## src/rtl/spi_ram_rw.sv

```systemverilog
// spi_ram_rw: SPI-side RAM access controller.
// Command bytes (dc_i=0) control the CPU reset and select an IRAM/DRAM read or
// write mode. Data bytes (dc_i=1) advance a byte address counter and, in the
// write modes, raise a one-cycle one-hot byte enable. RAM data never passes
// through this block.
//
// Ports
//   clk_i             system clock
//   rst_n_i           asynchronous active-low reset
//   dc_i              0 = command byte, 1 = data byte
//   spi_byte_vld_i    one-cycle strobe qualifying spi_byte_data_i
//   spi_byte_data_i   received SPI byte
//   cpu_rst_n_o       active-low CPU reset (held low out of reset)
//   iram_wr_sel_o     IRAM write mode
//   iram_rd_sel_o     IRAM read mode
//   dram_wr_sel_o     DRAM write mode
//   dram_rd_sel_o     DRAM read mode
//   ram_rw_addr_o     current byte address (XLEN bits, wraps)
//   ram_wr_byte_en_o  per-byte write enable pulse, one-hot on addr[1:0]
module spi_ram_rw #(
  parameter int XLEN = 32
) (
  input  logic            clk_i,
  input  logic            rst_n_i,
  input  logic            dc_i,
  input  logic            spi_byte_vld_i,
  input  logic [7:0]      spi_byte_data_i,
  output logic            cpu_rst_n_o,
  output logic            iram_wr_sel_o,
  output logic            iram_rd_sel_o,
  output logic            dram_wr_sel_o,
  output logic            dram_rd_sel_o,
  output logic [XLEN-1:0] ram_rw_addr_o,
  output logic [3:0]      ram_wr_byte_en_o
);

  typedef enum logic [2:0] {
    IDLE    = 3'd0,
    IRAM_WR = 3'd1,
    IRAM_RD = 3'd2,
    DRAM_WR = 3'd3,
    DRAM_RD = 3'd4
  } mode_t;

  localparam logic [7:0] CMD_CPU_RST = 8'h2a;
  localparam logic [7:0] CMD_CPU_RUN = 8'h2b;
  localparam logic [7:0] CMD_IRAM_WR = 8'h2c;
  localparam logic [7:0] CMD_IRAM_RD = 8'h2d;
  localparam logic [7:0] CMD_DRAM_WR = 8'h2e;
  localparam logic [7:0] CMD_DRAM_RD = 8'h2f;

  mode_t            mode;
  mode_t            mode_nxt;
  logic             wr_pend;
  logic [XLEN-1:0]  addr_eff;
  logic             cmd_vld;
  logic             dat_vld;

  // {iram_wr, iram_rd, dram_wr, dram_rd}
  function automatic logic [3:0] sel_of(input mode_t m);
    case (m)
      IRAM_WR: sel_of = 4'b1000;
      IRAM_RD: sel_of = 4'b0100;
      DRAM_WR: sel_of = 4'b0010;
      DRAM_RD: sel_of = 4'b0001;
      default: sel_of = 4'b0000;
    endcase
  endfunction

  assign cmd_vld = spi_byte_vld_i & ~dc_i;
  assign dat_vld = spi_byte_vld_i &  dc_i;

  // A write pulse defers its address increment by one cycle so RAM sees the
  // enable together with the address it was computed from. Any data byte that
  // arrives while that increment is still pending is handled on the
  // already-incremented address, so no byte is lost.
  always_comb begin
    addr_eff = wr_pend ? ram_rw_addr_o + XLEN'(1) : ram_rw_addr_o;
  end

  always_comb begin
    mode_nxt = mode;
    if (cmd_vld) begin
      case (spi_byte_data_i)
        CMD_IRAM_WR: mode_nxt = IRAM_WR;
        CMD_IRAM_RD: mode_nxt = IRAM_RD;
        CMD_DRAM_WR: mode_nxt = DRAM_WR;
        CMD_DRAM_RD: mode_nxt = DRAM_RD;
        default:     mode_nxt = IDLE;
      endcase
    end
  end

  always_ff @(posedge clk_i or negedge rst_n_i) begin
    if (!rst_n_i) begin
      mode             <= IDLE;
      wr_pend          <= 1'b0;
      cpu_rst_n_o      <= 1'b0;
      iram_wr_sel_o    <= 1'b0;
      iram_rd_sel_o    <= 1'b0;
      dram_wr_sel_o    <= 1'b0;
      dram_rd_sel_o    <= 1'b0;
      ram_rw_addr_o    <= '0;
      ram_wr_byte_en_o <= 4'b0000;
    end else begin
      mode <= mode_nxt;
      {iram_wr_sel_o, iram_rd_sel_o, dram_wr_sel_o, dram_rd_sel_o} <= sel_of(mode_nxt);

      // Retire the pending write increment; later assignments may override.
      if (wr_pend) begin
        ram_rw_addr_o    <= addr_eff;
        ram_wr_byte_en_o <= 4'b0000;
        wr_pend          <= 1'b0;
      end

      if (cmd_vld) begin
        // Command clear wins over a pending increment.
        ram_rw_addr_o    <= '0;
        ram_wr_byte_en_o <= 4'b0000;
        wr_pend          <= 1'b0;
        if (spi_byte_data_i == CMD_CPU_RST) cpu_rst_n_o <= 1'b0;
        if (spi_byte_data_i == CMD_CPU_RUN) cpu_rst_n_o <= 1'b1;
      end else if (dat_vld) begin
        case (mode)
          IRAM_WR, DRAM_WR: begin
            ram_rw_addr_o    <= addr_eff;
            ram_wr_byte_en_o <= 4'b0001 << addr_eff[1:0];
            wr_pend          <= 1'b1;
          end
          IRAM_RD, DRAM_RD: begin
            ram_rw_addr_o <= addr_eff + XLEN'(1);
          end
          default: ;
        endcase
      end
    end
  end

endmodule

```

## config.mk

```make
export PLATFORM = sky130hd
export DESIGN_NAME = spi_ram_rw
export DESIGN_NICKNAME = d
export VERILOG_FILES = /design/src/rtl/spi_ram_rw.sv
export SDC_FILE = /design/constraint.sdc
export NUM_CORES = 1
export LEC_CHECK = 0
export CAP_MARGIN = 5
export CORE_MARGIN = 2
export CORE_UTILIZATION = 31
export DETAILED_ROUTE_END_ITERATION = 10
export MAX_ROUTING_LAYER = met4
export PLACE_DENSITY = 0.58
export SKIP_LAST_GASP = 1
export SLEW_MARGIN = 5
export SYNTH_ARGS = -nofsm -noshare
export SYNTH_HDL_FRONTEND = slang
export SYNTH_SLANG_ARGS = --single-unit
export TNS_END_PERCENT = 1
```

## constraint.sdc

```tcl
create_clock -name clk_i -period 6.8 [get_ports clk_i]
set_clock_uncertainty 0.2 [all_clocks]
set_input_delay 1.36 -clock clk_i [delete_from_list [all_inputs] [get_ports clk_i]]
set_output_delay 1.36 -clock clk_i [all_outputs]
set_load 0.005 [all_outputs]
```

==> results of run 1 <==
[sequential cells by signal (all words and copies together) (netlist names)]
signal and flops:
ram_rw_addr_o 32, ram_wr_byte_en_o 4, mode 3, cpu_rst_n_o 1, dram_rd_sel_o 1, dram_wr_sel_o 1
iram_rd_sel_o 1, iram_wr_sel_o 1, wr_pend 1
[power breakdown]
part           internal (W)  switching, W
logic             0.0000168     0.0000205
clock network     0.0000716     0.0000976
registers          0.000270    0.00000398
[how the worst min path moves through the flow]
stage                      startpoint           to  slack [ns]  cells past startpoint
after detailed placement  cpu_rst_n_o  cpu_rst_n_o        0.29                      1
after global placement    cpu_rst_n_o  cpu_rst_n_o        0.29                      1
after CTS                 cpu_rst_n_o  cpu_rst_n_o        0.31                      1
after floorplan           cpu_rst_n_o  cpu_rst_n_o        0.30                      1
final                     cpu_rst_n_o  cpu_rst_n_o        0.31                      1
after global routing      cpu_rst_n_o  cpu_rst_n_o        0.35                      1
[critical path: stages, from the launching register on]
cell and delay (ns):
dfrtp_1 0.53, ha_1 0.44, nand4_1 0.32, or3_1 0.49, nor4_1 0.38, o32ai_1 0.16
nor4b_2 0.75, and2_1 0.25, nand3b_1 0.10, mux2_4 0.32
[placed cells by master, fill, tap and decap left out, types with 3 or more instances in the layout]
master,synthesis,routed
and2_1,4,4
and3_1,8,8
nor3b_1,5,5
nand4_1,21,21
inv_1,11,11
a21oi_1,13,13
and4_1,3,3
nor4_1,11,11
clkbuf_8,0,5
ha_1,5,5
xnor2_1,33,33
xor2_1,18,18
nand2b_1,5,5
nor2_1,44,44
nand4b_1,4,4
dfrtp_1,45,45
nand3b_1,3,3
nand3_1,20,20
nand2_1,30,30
o21ai_0,7,7
clkdlybuf4s50_1,0,51
nor3_1,16,16
or2_2,4,4
[stage by stage]
stage | hold WS, ns | instances | total power [W]
4_1_cts | 0.314 | 553 | 0.000489
5_1_grt | 0.353 | 553 | 0.000501
6_report | 0.312 | 553 | 0.000481
3_3_place_gp | 0.293 | 545 | 0.000317
3_5_place_dp | 0.293 | 545 | 0.000318
2_1_floorplan | 0.304 | 378 | 0.000294
[cell families after synthesis]
| family | share of synthesized area [%] |
|---|---|
| flops | 34.7 |
| simple gates | 35.0 |
| fa+ha+maj | 1.93 |
| compound gates | 8.26 |
| buf+inv | 4.94 |
| mux | 1.43 |
| xor+xnor | 13.8 |
[cell type report]
| cell class | count | area, um2 |
|---|---|---|
| clock buffers | 6 | 72.6 |
| clock inverters | 2 | 10.0 |
| fillers | 1032 | 6320 |
| multi-input cells | 299 | 1960 |
| flip-flops and latches | 45 | 1130 |
| inverters | 11 | 41.3 |
| well taps | 136 | 170 |
| repair buffers | 54 | 531 |
[per-layer routing]
layer / part of all wire (%) / track usage, % / up-vias
met3: 4.7 / 2.88 / 4
li1: - / - / 1424
met5: 0 / - / -
met4: 0.76 / 3.20 / 0
met2: 48 / 26.6 / 74
met1: 47 / 21.7 / 1385
==> flow_metrics.py, run 1 <==
metrics = {
    "logic_synthesis": {
        "yosysTopAreaCell": "dfrtp_1",
        "syn_inst": 378,
        "synth_seq_cells": 45,
        "yosysWarnings": 0,
        "synth_commonest_cells": "45 x dfrtp_1, 44 x nor2_1, 33 x xnor2_1, 30 x nand2_1, 21 x nand4_1",
        "yosys-top-cells-area": "dfrtp_1 35%, xnor2_1 8.9%, nor2_1 5.1%",
        "synth_edf_count": 0,
        "netlist-cell-type-count": 59,
        "synth-main-ff-cell": "dfrtp_1",
        "yosysMostFrequentCell": "dfrtp_1",
        "synth_nets": 395,
        "async_flop_share_pct": 100,
        "syn_area_mm2": 0.00324,
        "yosysTopAreaCellShare_pct": 34.7,
        "seq_area_frac_synth_pct": 34.7,
        "synth.avg_cell_area_um2": 8.58,
    },
    "final_layout": {
        "diodes": 0,
        "nNetsFinal": 433,
        "syn2layout_area_growth_pct": 20.6,
        "final_cell_area_mm2": 0.00391,
        "layout-drive-gt1-share_pct": 6.71,
        "finish.utilization_pct": 38.2,
    },
    "timing": {
        "slew_headroom_pct": 40.7,
        "setup_ws_ns": 2.73,
        "tns_ns": 0,
        "finalCritPeriodShare_pct": 59.8,
        "finalHoldViolCount": 0,
        "rsz0062_at_grt": "no",
        "post-route-min-period_ns": 4.07,
        "fmax_mhz": 246,
        "tightest_slew_ns": 0.883,
        "slew_viol_final": 0,
        "setup_viol": 0,
    },
    "worst_setup_path": {
        "startpoint_type": "register",
        "r2r_cells": 9,
        "cp_data_required_time_ns": 6.79,
        "cp-startpoint": "ram_rw_addr_o[0]",
        "crit_end": "ram_rw_addr_o[26]",
        "r2r-end": "ram_rw_addr_o[26]",
        "rr_startpoint": "ram_rw_addr_o[0]",
        "end_kind": "register",
        "r2r_setup_slack_ns": 2.73,
        "arrival_ns": 4.05,
        "path_max_fanout": 12,
        "critPathKind": "reg -> reg",
    },
    "die": {
        "fp.dieW_um": 106,
        "ios": 53,
        "num_rows": 37,
        "initial_core_util_pct": 31.7,
        "dieArea_mm2": 0.0113,
        "die_h_um": 106,
        "core_area_mm2": 0.0102,
    },
    "min_path": {
        "worstHoldPathType": "reg -> reg",
    },
    "placed_design": {
        "place_area_mm2": 0.00383,
        "gp_congestion": 0.914,
        "portBuffers": 52,
        "hpwl_um": 6300,
        "pre_cts_ws_ns": 2.78,
    },
    "power": {
        "p_leak_nw": 1.47,
        "irDropWorstVdd_uv": 84.9,
        "p_per_area_mw_per_mm2": 123,
    },
    "cts": {
        "cts_hold_buffers": 0,
        "worstSkewPairLatency_ns": 0.30,
        "cts_resized": 0,
        "cts_setup_buffers": 0,
        "clock-sinks": 45,
        "cts_tree": "built",
        "path_clk_slew_ns": 0.09,
        "numCtsBuffers": 5,
        "clockBufferDepth": 2,
        "clockRootBuffer": "clkbuf_8",
        "htree_levels": 2,
    },
    "outcome": {
        "outcome": "completed",
    },
    "global_route": {
        "grt_pass1_wl_um": 14600,
        "grtUsageTotal_pct": 16.4,
        "antenna_found_initial": 0,
        "grt_pass1_vias": 2926,
        "grt_start_max_net_pins": 46,
        "overflow": 0,
    },
    "routing": {
        "wl_per_cell_um": 15.4,
        "ant_nets": 0,
        "routed_via_density": 5.22,
        "drtPass1Iterations": 4,
        "drc": 0,
        "drt-total-wl_um": 8510,
        "drtIter0Drc": 103,
        "vias": 2887,
    },
    "run": {
        "max-cap-violations": 0,
    },
}
(Power assumes the default switching activity.)
==> inputs of run 2 (changes only) <==
--- a/config.mk
+++ b/config.mk
@@ -10,7 +10,7 @@
 export CORE_UTILIZATION = 31
 export DETAILED_ROUTE_END_ITERATION = 10
 export MAX_ROUTING_LAYER = met4
-export PLACE_DENSITY = 0.58
+export PLACE_DENSITY = 0.6
 export SKIP_LAST_GASP = 1
 export SLEW_MARGIN = 5
 export SYNTH_ARGS = -nofsm -noshare
==> constraint.sdc (replaced) <==
create_clock -name clk_i -period 3.5 [get_ports clk_i]
set_clock_uncertainty 0.2 [all_clocks]
set_input_delay 0.7 -clock clk_i [delete_from_list [all_inputs] [get_ports clk_i]]
set_output_delay 0.7 -clock clk_i [all_outputs]
set_load 0.005 [all_outputs]
==> run 2 against run 1 <==
  * First-iteration DRC count is 13% lower
  * Clock power grew 140%
  * Critical path depth is the same
  * Register-to-register slack got worse by 2.5 ns
  * Count of clock-buffer cells in the layout decreased by 1
  * Final cell count grew 3.3%
  * Setup slack got worse by 2.5 ns
  * Design area up 4.2%
  * Core utilization increased by 1.6 points
  * Largest cell class unchanged
  * Largest power group unchanged
==> flow_metrics.py, run 2 (synthesized netlist as in run 1, its figures left out) <==
metrics = {
    "die": {
        "die_h_um": 106,
        "core_area_mm2": 0.0102,
        "fp.dieW_um": 106,
        "ios": 53,
        "initial_core_util_pct": 31.7,
        "dieArea_mm2": 0.0113,
        "num_rows": 37,
    },
    "final_layout": {
        "layout_commonest_cell": "clkdlybuf4s50_1",
        "finalNonFillerCells": 571,
        "largest_reg_flops": 32,
        "nNetsFinal": 451,
        "layout-drive-gt1-share_pct": 10.8,
        "largestRegisters": "ram_rw_addr_o x32, ram_wr_byte_en_o x4, mode x3",
        "regMostFlops": "ram_rw_addr_o",
        "mostFrequentLayoutCells": "51 x clkdlybuf4s50_1, 45 x dfrtp_1, 44 x nor2_1",
        "fill_cells": 1034,
        "diodes": 0,
        "syn2layout_area_growth_pct": 25.7,
        "final_cell_area_mm2": 0.00408,
    },
    "placed_design": {
        "dp_cells": 563,
        "portBuffers": 52,
        "hpwl_um": 6810,
        "gp_congestion": 0.866,
        "pre_cts_ws_ns": 0.284,
        "place_area_mm2": 0.00396,
    },
    "power": {
        "p_leak_nw": 1.58,
        "irDropWorstVdd_uv": 153,
        "p_per_area_mw_per_mm2": 251,
    },
    "cts": {
        "cts_resized": 0,
        "clockBufferDepth": 2,
        "clock-sinks": 45,
        "worstSkewPairLatency_ns": 0.31,
        "cts_hold_buffers": 0,
        "numCtsBuffers": 5,
        "path_clk_slew_ns": 0.10,
        "clockRootBuffer": "clkbuf_8",
        "cts_tree": "built",
        "htree_levels": 2,
        "cts_setup_buffers": 0,
    },
    "global_route": {
        "grt_start_max_net_pins": 46,
        "antenna_found_initial": 0,
        "grt_pass1_vias": 2946,
        "grt_pass1_wl_um": 14900,
        "grtUsageTotal_pct": 17.1,
        "overflow": 0,
    },
    "timing": {
        "slew_viol_final": 0,
        "setup_viol": 0,
        "fmax_mhz": 308,
        "post-route-min-period_ns": 3.25,
        "setup_ws_ns": 0.249,
        "tns_ns": 0,
        "finalHoldViolCount": 0,
        "finalCritPeriodShare_pct": 92.9,
        "rsz0062_at_grt": "no",
        "tightest_slew_ns": 1.09,
        "slew_headroom_pct": 27.3,
    },
    "routing": {
        "ant_nets": 0,
        "wl_met2_um": 4370,
        "drc": 0,
        "wl_met1_um": 4330,
        "met3_length_um": 373,
        "maxUsedRoutingLayer": "met4",
        "drtPass1Iterations": 4,
        "drtIter0Drc": 90,
        "routed_via_density": 5.15,
        "drt-total-wl_um": 9120,
        "wl_per_cell_um": 16.0,
        "vias": 2942,
    },
    "worst_setup_path": {
        "arrival_ns": 3.25,
        "path_max_fanout": 12,
        "end_kind": "register",
        "startpoint_type": "register",
        "critPathKind": "reg -> reg",
        "cp_data_required_time_ns": 3.50,
    },
    "min_path": {
        "worstHoldPathType": "reg -> reg",
    },
    "outcome": {
        "outcome": "completed",
    },
    "run": {
        "max-cap-violations": 0,
    },
}
run 2: changes by cell type in the layout (fill, tap and decap cells not counted):
cell | before | now
buf_4 | 2 | 20
clkbuf_1 | 1 | 0
clkinv_2 | 2 | 1
bufinv_16 | 0 | 1
inv_6 | 0 | 1
run 2: cell type report:
type / count / area, um2 / share of cell area (%)
repair buffers: 72 / 666 / 16.3
flip-flops and latches: 45 / 1130 / 27.6
clock inverters: 3 / 43.8 / 1.07
inverters: 11 / 41.3 / 1.01
multi-input cells: 299 / 1960 / 48.1
well taps: 136 / 170 / 4.18
clock buffers: 5 / 68.8 / 1.69
run 2: path summary, 6_finish.rpt:
| path | from | endpoint | slack [ns] | cells past startpoint |
|---|---|---|---|---|
| setup reg to reg | ram_rw_addr_o[2] | ram_rw_addr_o[26] | 0.25 | 9 |
| hold / removal | cpu_rst_n_o | cpu_rst_n_o | 0.32 | 1 |
| max in group asynchronous | rst_n_i | ram_rw_addr_o[7] | 2.04 | 1 |
| setup / recovery | ram_rw_addr_o[2] | ram_rw_addr_o[26] | 0.25 | 9 |
| hold reg to reg | cpu_rst_n_o | cpu_rst_n_o | 0.32 | 1 |
| min in group asynchronous | rst_n_i | ram_rw_addr_o[27] | 0.38 | 1 |
run 2: critical path, stage by stage (launching register included):
cell and delay, ns:
dfrtp_1 0.52, nand4_1 0.27, or3_1 0.53, nor4_1 0.43, o32ai_1 0.17, nor4b_2 0.26, buf_4 0.22, and2_1 0.15
nand3b_1 0.10, mux2_4 0.31
run 2: power breakdown:
| group | internal, W | switching [W] | leakage (nW) |
|---|---|---|---|
| clock network | 0.000214 | 0.000200 | 0.0585 |
| logic | 0.0000333 | 0.0000419 | 0.897 |
| registers | 0.000525 | 0.00000688 | 0.627 |
run 2: stage by stage:
step           hold WS, ns  total power, W  utilization [%]
6_report             0.324         0.00102             39.8
3_5_place_dp         0.308        0.000619             38.7
3_3_place_gp         0.294        0.000618             38.7
2_1_floorplan        0.204        0.000571                -
5_1_grt              0.348         0.00107             39.8
4_1_cts              0.331         0.00104             39.8
run 2: routing by layer:
metal	global-route usage (%)	vias to the layer above
li1	-	1465
met1	22.0	1398
met2	28.8	73
met3	2.51	6
met4	3.10	0
met5	-	-
==> inputs of run 3 (changes only) <==
--- a/config.mk
+++ b/config.mk
@@ -8,6 +8,7 @@
 export CAP_MARGIN = 5
 export CORE_MARGIN = 2
 export CORE_UTILIZATION = 31
+export CTS_CLUSTER_SIZE = 20
 export DETAILED_ROUTE_END_ITERATION = 10
 export MAX_ROUTING_LAYER = met4
 export PLACE_DENSITY = 0.6
@@ -16,4 +17,3 @@
 export SYNTH_ARGS = -nofsm -noshare
 export SYNTH_HDL_FRONTEND = slang
 export SYNTH_SLANG_ARGS = --single-unit
-export TNS_END_PERCENT = 1
==> results of run 3 <==
Same layout as run 2: the final DEF is identical, and so are final timing and power.
